**config.mk**
```make
export PLATFORM = sky130hd
export DESIGN_NAME = uart_transceiver_flat
export DESIGN_NICKNAME = d
export VERILOG_FILES = /design/src/rtl/uart_transceiver_if.sv /design/src/rtl/uart_transceiver.sv /design/src/flat_wrapper.sv
export SDC_FILE = /design/constraint.sdc
export NUM_CORES = 1
export LEC_CHECK = 0
export CAP_MARGIN = 15
export CORE_MARGIN = 2
export CORE_UTILIZATION = 40
export DETAILED_ROUTE_END_ITERATION = 8
export GPL_ROUTABILITY_DRIVEN = 0
export GPL_TIMING_DRIVEN = 0
export HOLD_SLACK_MARGIN = 0.03
export PLACE_DENSITY = 0.6
export SETUP_SLACK_MARGIN = 0.3
export SLEW_MARGIN = 25
export SYNTH_ARGS = -nofsm -noshare
export SYNTH_HDL_FRONTEND = slang
export SYNTH_SLANG_ARGS = --single-unit
export TNS_END_PERCENT = 50
```
**constraint.sdc**
```tcl
create_clock -name clk -period 2.2 [get_ports clk]
set_clock_uncertainty 0.2 [all_clocks]
set_input_delay 0.44 -clock clk [delete_from_list [all_inputs] [get_ports clk]]
set_output_delay 0.44 -clock clk [all_outputs]
set_load 0.02 [all_outputs]
```
**src/rtl/uart_transceiver_if.sv**
```systemverilog
`default_nettype none
// ============================================================================
//  Module      : uart_transceiver_if
//  Description : Byte-wide ready/valid handshake bundle for the UART
//                transmit and receive paths.
//  Revision    : 1.0 - initial release
// ============================================================================
interface uart_transceiver_if;

    // Transmit path: user offers a byte, UART accepts when idle
    logic [7:0] data_in;
    logic       data_in_valid;
    logic       data_in_ready;

    // Receive path: UART presents a byte, user consumes it
    logic [7:0] data_out;
    logic       data_out_valid;
    logic       data_out_ready;

    // User side (CPU, bench) of the UART
    modport master (
        output data_in,
        output data_in_valid,
        input  data_in_ready,
        input  data_out,
        input  data_out_valid,
        output data_out_ready
    );

    // UART side
    modport slave (
        input  data_in,
        input  data_in_valid,
        output data_in_ready,
        output data_out,
        output data_out_valid,
        input  data_out_ready
    );

endinterface
`default_nettype wire

```
**src/rtl/uart_transceiver.sv**
```systemverilog
`default_nettype none
// ============================================================================
//  Module      : uart_transceiver
//  Description : Full-duplex 8N1 UART. Independent transmitter and receiver,
//                each with a byte-wide ready/valid handshake. The receiver
//                samples mid-bit after a 2-flop synchronizer.
//  Revision    : 1.0 - initial release
// ============================================================================
module uart_transceiver #(
    parameter int CLOCK_FREQ = 125_000_000,
    parameter int BAUD_RATE  = 115_200
) (
    input  wire              clk,
    input  wire              reset,       // asynchronous, active low
    uart_transceiver_if.slave bus,
    input  wire              serial_in,
    output logic             serial_out
);

    // Clocks per bit and the half-bit offset used to land on bit centres
    localparam int SYMBOL_EDGE_TIME = CLOCK_FREQ / BAUD_RATE;
    localparam int SAMPLE_TIME      = SYMBOL_EDGE_TIME / 2;
    localparam int CNT_W            = (SYMBOL_EDGE_TIME > 1) ? $clog2(SYMBOL_EDGE_TIME) : 1;

    localparam logic [CNT_W-1:0] BIT_LAST  = CNT_W'(SYMBOL_EDGE_TIME - 1);
    localparam logic [CNT_W-1:0] HALF_LAST = CNT_W'(SAMPLE_TIME - 1);

    // ------------------------------------------------------------------------
    // Transmitter
    // ------------------------------------------------------------------------
    typedef enum logic [0:0] {
        TX_IDLE = 1'b0,
        TX_SEND = 1'b1
    } tx_state_t;

    tx_state_t        tx_state_q;
    logic [9:0]       tx_frame_q;
    logic [9:0]       tx_frame_d;
    logic [CNT_W-1:0] tx_cnt_q;
    logic [3:0]       tx_bit_q;
    logic             tx_ready_q;
    logic             serial_out_q;

    // Stop bit, payload LSB first, start bit
    assign tx_frame_d = {1'b1, bus.data_in, 1'b0};

    // TX FSM: the frame is held in a shift register so bit k sits at [0]
    // while serial_out drives it; serial_out is always a flop output.
    always_ff @(posedge clk or negedge reset) begin
        if (!reset) begin
            tx_state_q   <= TX_IDLE;
            tx_frame_q   <= '1;
            tx_cnt_q     <= '0;
            tx_bit_q     <= '0;
            tx_ready_q   <= 1'b1;
            serial_out_q <= 1'b1;
        end else begin
            case (tx_state_q)
                TX_IDLE: begin
                    tx_cnt_q <= '0;
                    tx_bit_q <= '0;
                    if (bus.data_in_valid) begin
                        tx_frame_q   <= tx_frame_d;
                        serial_out_q <= tx_frame_d[0];
                        tx_ready_q   <= 1'b0;
                        tx_state_q   <= TX_SEND;
                    end
                end
                TX_SEND: begin
                    if (tx_cnt_q == BIT_LAST) begin
                        tx_cnt_q <= '0;
                        if (tx_bit_q == 4'd9) begin
                            // End of stop bit: line rests high
                            serial_out_q <= 1'b1;
                            tx_ready_q   <= 1'b1;
                            tx_state_q   <= TX_IDLE;
                        end else begin
                            tx_bit_q     <= tx_bit_q + 4'd1;
                            serial_out_q <= tx_frame_q[1];
                            tx_frame_q   <= {1'b1, tx_frame_q[9:1]};
                        end
                    end else begin
                        tx_cnt_q <= tx_cnt_q + 1'b1;
                    end
                end
                default: begin
                    serial_out_q <= 1'b1;
                    tx_ready_q   <= 1'b1;
                    tx_state_q   <= TX_IDLE;
                end
            endcase
        end
    end

    assign serial_out        = serial_out_q;
    assign bus.data_in_ready = tx_ready_q;

    // ------------------------------------------------------------------------
    // Receiver
    // ------------------------------------------------------------------------
    typedef enum logic [1:0] {
        RX_IDLE  = 2'd0,
        RX_START = 2'd1,
        RX_DATA  = 2'd2,
        RX_STOP  = 2'd3
    } rx_state_t;

    logic [1:0]       rx_sync_q;
    logic             rx_line;
    rx_state_t        rx_state_q;
    logic [CNT_W-1:0] rx_cnt_q;
    logic [3:0]       rx_bit_q;
    logic [7:0]       rx_shift_q;
    logic [7:0]       rx_shift_d;
    logic             rx_frame_err_q;
    logic [7:0]       data_out_q;
    logic             data_out_valid_q;

    // Two-stage synchronizer; resets to the idle (high) line level
    always_ff @(posedge clk or negedge reset) begin
        if (!reset) begin
            rx_sync_q <= 2'b11;
        end else begin
            rx_sync_q <= {rx_sync_q[0], serial_in};
        end
    end

    assign rx_line    = rx_sync_q[1];
    assign rx_shift_d = {rx_line, rx_shift_q[7:1]};

    // RX FSM plus output handshake; a completing byte overrides a same-edge
    // consumption so the newest byte is never dropped.
    always_ff @(posedge clk or negedge reset) begin
        if (!reset) begin
            rx_state_q       <= RX_IDLE;
            rx_cnt_q         <= '0;
            rx_bit_q         <= '0;
            rx_shift_q       <= '0;
            rx_frame_err_q   <= 1'b0;
            data_out_q       <= '0;
            data_out_valid_q <= 1'b0;
        end else begin
            if (data_out_valid_q && bus.data_out_ready) begin
                data_out_valid_q <= 1'b0;
            end

            case (rx_state_q)
                RX_IDLE: begin
                    rx_cnt_q       <= '0;
                    rx_frame_err_q <= 1'b0;
                    if (!rx_line) begin
                        rx_bit_q   <= '0;
                        rx_state_q <= RX_START;
                    end
                end
                RX_START: begin
                    if (rx_cnt_q == HALF_LAST) begin
                        rx_cnt_q   <= '0;
                        // High at mid start bit means it was only a glitch
                        rx_state_q <= rx_line ? RX_IDLE : RX_DATA;
                    end else begin
                        rx_cnt_q <= rx_cnt_q + 1'b1;
                    end
                end
                RX_DATA: begin
                    if (rx_cnt_q == BIT_LAST) begin
                        rx_cnt_q   <= '0;
                        rx_shift_q <= rx_shift_d;
                        rx_bit_q   <= rx_bit_q + 4'd1;
                        if (rx_bit_q == 4'd7) begin
                            rx_state_q <= RX_STOP;
                        end
                    end else begin
                        rx_cnt_q <= rx_cnt_q + 1'b1;
                    end
                end
                RX_STOP: begin
                    if (rx_frame_err_q) begin
                        // Framing error: hold off until the line is idle again
                        if (rx_line) begin
                            rx_frame_err_q <= 1'b0;
                            rx_state_q     <= RX_IDLE;
                        end
                    end else if (rx_cnt_q == BIT_LAST) begin
                        rx_cnt_q <= '0;
                        if (rx_line) begin
                            data_out_q       <= rx_shift_q;
                            data_out_valid_q <= 1'b1;
                            rx_state_q       <= RX_IDLE;
                        end else begin
                            rx_frame_err_q <= 1'b1;
                        end
                    end else begin
                        rx_cnt_q <= rx_cnt_q + 1'b1;
                    end
                end
                default: begin
                    rx_state_q <= RX_IDLE;
                end
            endcase
        end
    end

    assign bus.data_out       = data_out_q;
    assign bus.data_out_valid = data_out_valid_q;

endmodule
`default_nettype wire

```
**src/flat_wrapper.sv**
```systemverilog
// flat-port wrapper written by rule: the top's interface ports become plain ports
module uart_transceiver_flat 
#(
    parameter int CLOCK_FREQ = 125_000_000,
    parameter int BAUD_RATE  = 115_200
)
  (clk, reset, serial_in, serial_out, bus_data_in, bus_data_in_valid, bus_data_in_ready, bus_data_out, bus_data_out_valid, bus_data_out_ready);
  uart_transceiver_if bus_i ();
  input  wire clk;
  input  wire reset;
  input  wire serial_in;
  output logic serial_out;
  input wire logic [$bits(bus_i.data_in)-1:0] bus_data_in;
  input wire logic [$bits(bus_i.data_in_valid)-1:0] bus_data_in_valid;
  output wire logic [$bits(bus_i.data_in_ready)-1:0] bus_data_in_ready;
  output wire logic [$bits(bus_i.data_out)-1:0] bus_data_out;
  output wire logic [$bits(bus_i.data_out_valid)-1:0] bus_data_out_valid;
  input wire logic [$bits(bus_i.data_out_ready)-1:0] bus_data_out_ready;
  assign bus_i.data_in = bus_data_in;
  assign bus_i.data_in_valid = bus_data_in_valid;
  assign bus_data_in_ready = bus_i.data_in_ready;
  assign bus_data_out = bus_i.data_out;
  assign bus_data_out_valid = bus_i.data_out_valid;
  assign bus_i.data_out_ready = bus_data_out_ready;
  uart_transceiver #(.CLOCK_FREQ(CLOCK_FREQ), .BAUD_RATE(BAUD_RATE)) u_core (.clk(clk), .reset(reset), .bus(bus_i), .serial_in(serial_in), .serial_out(serial_out));
endmodule
```
Word level (Yosys, flattened, before mapping):

Cells that the tools add are included.

* flip-flop bits (word level): 65
* logic and storage cells: 95
* output and inout bits: 11
* input bits: 13

* equal/unequal tests: 18
* bitwise logic cells: 2
* $add $sub $neg: 4
* reduce and logical (&&, ||, !) cells: 12
* multiplexer cells: 45

Operators with widths (number)
* two-way mux 11 bit: 4
* one-hot mux 11 bit (4 select lines): 1
* two-way mux 10 bit: 3
* adder 11 x 1 -> 11 bit (second input constant): 2
* == test 11 bit (second input constant): 2
* one-hot mux 11 bit (2 select lines): 1
* one-hot mux 10 bit (2 select lines): 1
* two-way mux 1 bit: 16
* two-way mux 2 bit: 8
* two-way mux 4 bit: 4
* one-hot mux 4 bit (2 select lines): 2
* != test 2 bit (second input constant): 6
* == test 11 x 10 -> 1 bit (second input constant): 1
* AND reduction 3 bit: 3
* adder 4 x 1 -> 4 bit (second input constant): 2
* one-hot mux 1 bit (2 select lines): 4
* one-hot mux 2 bit (4 select lines): 1
* != test 2 x 1 -> 1 bit (second input constant): 3
* AND reduction 2 bit: 3
* AND reduction 5 bit: 1
* == test 2 bit (second input constant): 2
* == test 4 x 3 -> 1 bit (second input constant): 1
* == test 4 bit (second input constant): 1
* AND reduction 4 bit: 1
* 6 further kinds: 8

Longest topological paths before layout:

* word-level depth: 6
* mapped depth: 8
* depth with buffers taken out: 6

Worst setup path after synthesis:

OpenSTA, ideal clock, no wires.

* path type: flip-flop to flip-flop
* start: register u_core.rx_cnt_q[1]
* end: register u_core.rx_cnt_q[7]
* required time: 1857 ps
* setup time: 143 ps
* stages on the path, launching flop included: 8
* clock period less this slack: 2099 ps
* arrival: 1756 ps
* buffers on the path: 1
* setup slack: 101 ps
* cell sequence: dfrtp_1 -> inv_1 -> ha_1 -> or4bb_1 -> o31a_1 -> o21ai_1 -> buf_2 -> a22oi_1

* longest elaborated chain between the ends: 4
* elaborated cells on any way between the ends: 7
* those cells by class: 1 x add/sub; 2 x eq/ne; 4 x mux

RTL lines
* from (decl): line uart_transceiver.sv:111 `logic [CNT_W-1:0] rx_cnt_q;`
* from (signal assigned): line uart_transceiver.sv:162 `rx_cnt_q <= rx_cnt_q + 1'b1;`
* from (signal assigned): line uart_transceiver.sv:174 `rx_cnt_q <= rx_cnt_q + 1'b1;`
* from (signal assigned): line uart_transceiver.sv:194 `rx_cnt_q <= rx_cnt_q + 1'b1;`
* adder 11 x 1 -> 11 bit or == test 11 bit (tied branches)
* two-way mux 11 bit: line uart_transceiver.sv:166, uart_transceiver.sv:184
* two-way mux 11 bit: line uart_transceiver.sv:178 `if (rx_frame_err_q) begin`
* one-hot mux 11 bit (4 select lines) (*): line uart_transceiver.sv:147 `case (rx_state_q)`

Mark *: on every way between the ends. The rest lies on a longest branch, timed or not. The select of a mux whose other input is x is not followed.
A chain may end at the register's enable or synchronous reset.

Final worst setup path:

* start: register u_core.rx_cnt_q[0]
* end: register u_core.data_out_q[1] (netlist: u_core.bus.data_out[1])

* longest elaborated chain between the ends: 2

RTL lines
* == test 11 bit: line uart_transceiver.sv:184 `end else if (rx_cnt_q == BIT_LAST) begin`
* AND reduction 4 bit (no source line)
* to (signal assigned): line uart_transceiver.sv:187 `data_out_q <= rx_shift_q;`
* to (decl): line uart_transceiver.sv:116 `logic [7:0] data_out_q;`

No other way between the ends.

==> metrics.yaml <==
ys.flop_type: "dfrtp_1"
hold_violations: 0
ff2ff_setup_slack_ns: 0.08
fin_crit_ns: 2.12
tritoncts: "built"
grt_antenna_before_repair: 0
vias: 2412
setup_ws_ns: 0.0812
netlist_top_cells_count: "dfrtp_1 (51), mux2_2 (31), nor2_1 (19), inv_1 (17), nand2_1 (14)"
wl_um: 6830
first_pass_iters: 4
maxSlewViolCount: 0
crit_fanout: 6
crit_path_start_kind: "flip-flop"
syn_inst: 289
dpl.hpwl_um: 4200
hp-class: "reg -> reg"
area_growth_pct: 31.9
power_w: 0.00270
portBuffers: 23
max-vdd-ir-drop_uv: 532
synthArstFlopShare_pct: 100
drive_gt1_share_pct: 38.1
fin_cells: 454
dieArea_mm2: 0.00876
clock-sinks: 63
die_h_um: 93.6
r2r_cells: 9
place_inst: 415
p_leak_nw: 1.85
synth_area_leaders: "dfrtp_1 (40%), mux2_2 (11%), dfstp_2 (9.8%), ha_1 (4.7%), xor2_1 (3.5%)"
h-tree-depth: 3
tns_ns: 0
status: "finished clean"
rsz0062_at_grt: "true"
drv_cap: 0
crit_type: "reg -> reg"
die_width_um: 93.6
cts.clk_slew.worst_paths_ns: 0.07
grt_usage_pct: 17.2
worstPathArrival_ns: 2.15
clk_latency_ns: 0.34
endpoint_kind: "flip-flop"
numCtsBuffers: 9
grt_max_degree: 43
ys_seq_elements: 63
wire_per_inst_um: 15.0
ioPinCount: 24
cts-root-buf: "clkbuf_8"
num_rows: 32
nets: 372
power_density_mw_per_mm2: 639
drtIter0Drc: 91
synth_nets: 314
yosysTopAreaCellShare_pct: 39.8
fmax_mhz: 472
synth.avg_cell_area_um2: 11.1
whs_path_depth: 0
postRouteAntennaNets: 0
syn_area_mm2: 0.00321
antenna_cells: 0
post-route-util_pct: 54.5
viasPerCell: 5.31
slew_headroom_pct: 74.2
setup_violations: 0
worst_pin_slew_ns: 0.386
critPathRequiredTime_ns: 2.23
grt.overflow.total: 0
synth_most_common_cell: "dfrtp_1"
cts_buffer_depth: 2
drc_errors: 0
synth-edff-count: 0
ys.warnings.count: 0
initial_core_util_pct: 41.3
synth.distinct_cells: 55
coreArea_mm2: 0.00777
fin_crit_sh_pct: 96.3
synth_top_cell_by_area: "dfrtp_1"
grt_pass1_wl_um: 11800
grt_pass1_vias: 2531
seq_area_frac_synth_pct: 49.6
dp_slack_ns: -0.110
-- sequential cells by signal, summed over array words and instances, names as in the netlist, named ones only --
signal,cells
u_core.rx_cnt_q,11
u_core.tx_cnt_q,11
u_core.bus.data_out,8
u_core.rx_shift_q,8
u_core.tx_frame_q,8
u_core.rx_bit_q,4
u_core.tx_bit_q,4
u_core.rx_sync_q,2
u_core.bus.data_in_ready,1
u_core.bus.data_out_valid,1
u_core.rx_frame_err_q,1
u_core.rx_state_q,1
u_core.serial_out,1
u_core.tx_state_q,1
-- path summary, 6_finish.rpt --
| kind | start | end |
|---|---|---|
| setup / recovery | u_core.rx_cnt_q[0] | u_core.bus.data_out[1] |
| hold / removal | u_core.rx_sync_q[0] | u_core.rx_sync_q[1] |
| setup reg to reg | u_core.rx_cnt_q[0] | u_core.bus.data_out[1] |
| hold reg to reg | u_core.rx_sync_q[0] | u_core.rx_sync_q[1] |
| max in group asynchronous | reset | u_core.rx_sync_q[1] |
| min in group asynchronous | reset | u_core.tx_cnt_q[3] |
-- layer usage --
layer	up-vias	share of wire, %	track usage [%]
met1	1216	44	21.0
met3	10	2.8	4.75
met2	31	52	29.1
met4	0	1.4	6.16
li1	1155	-	-
met5	-	0	0
-- kinds of logic after synthesis --
group | Yosys count | synth area share (%)
xor+xnor | 16 | 4.37
buf+inv | 27 | 3.35
compound gates | 47 | 10.0
flops | 63 | 49.6
mux | 33 | 11.6
simple gates | 91 | 16.4
fa+ha+maj | 12 | 4.68
-- power breakdown --
part / leakage, nW / internal, W / switching (W)
Clock: 0.0996 / 0.000584 / 0.000444
Combinational: 0.950 / 0.000168 / 0.000156
Sequential: 0.801 / 0.00126 / 0.0000877
-- cell usage in the layout, fill, tap and decap left out, types with 3 or more instances in the layout --
| cell type | instances |
|---|---|
| a21oi_1 | 6 |
| a21oi_2 | 7 |
| a41o_1 | 3 |
| and3_1 | 4 |
| and4_1 | 3 |
| buf_4 | 19 |
| buf_6 | 8 |
| clkbuf_1 | 4 |
| clkbuf_8 | 12 |
| clkdlybuf4s50_1 | 20 |
| dfrtp_1 | 48 |
| dfrtp_2 | 3 |
| dfstp_2 | 12 |
| ha_1 | 8 |
| ha_4 | 3 |
| inv_1 | 12 |
| inv_2 | 4 |
| mux2_2 | 23 |
| mux2_4 | 8 |
| nand2_1 | 12 |
| nand3_1 | 12 |
| nand4_1 | 10 |
| nor2_1 | 18 |
| nor3_1 | 3 |
| nor3_4 | 3 |
| o21ai_0 | 7 |
| or3_1 | 4 |
| xnor2_1 | 3 |
| xor2_1 | 13 |
-- stage by stage --
stage                     hold WS, ns  cell area [um^2]
after CTS                       0.157              4150
final                           0.156              4230
after detailed placement        0.147              3620
after global routing            0.158              4230
after global placement          0.147              3600
after floorplan               -0.0556              3240
-- worst max-delay path: stages, from the launching register on --
cell	delay, ns
dfrtp_1	0.43
buf_6	0.15
inv_4	0.05
ha_4	0.11
and3b_1	0.16
clkbuf_8	0.15
nand3_4	0.08
nor3_4	0.18
buf_6	0.16
mux2_2	0.34
-- layout make-up --
type / instances / area (um^2)
fillers: 677 / 3530
inverters: 17 / 66.3
flip-flops and latches: 63 / 1600
repair buffers: 47 / 443
multi-input cells: 199 / 1730
clock inverters: 3 / 42.5
clock buffers: 13 / 159
well taps: 102 / 128
plain buffers: 10 / 73.8
-- repair_timing --
item                                    in CTS  in global routing
pin swaps                                   11                 14
gates resized for setup                     49                 21
setup buffers                               17                  4
hold buffers                                 1                  0
hold endpoints to repair                    11                  0
cloned                                       1                  0
endpoints found under the setup margin      66                 68
(Power assumes the default switching activity.)
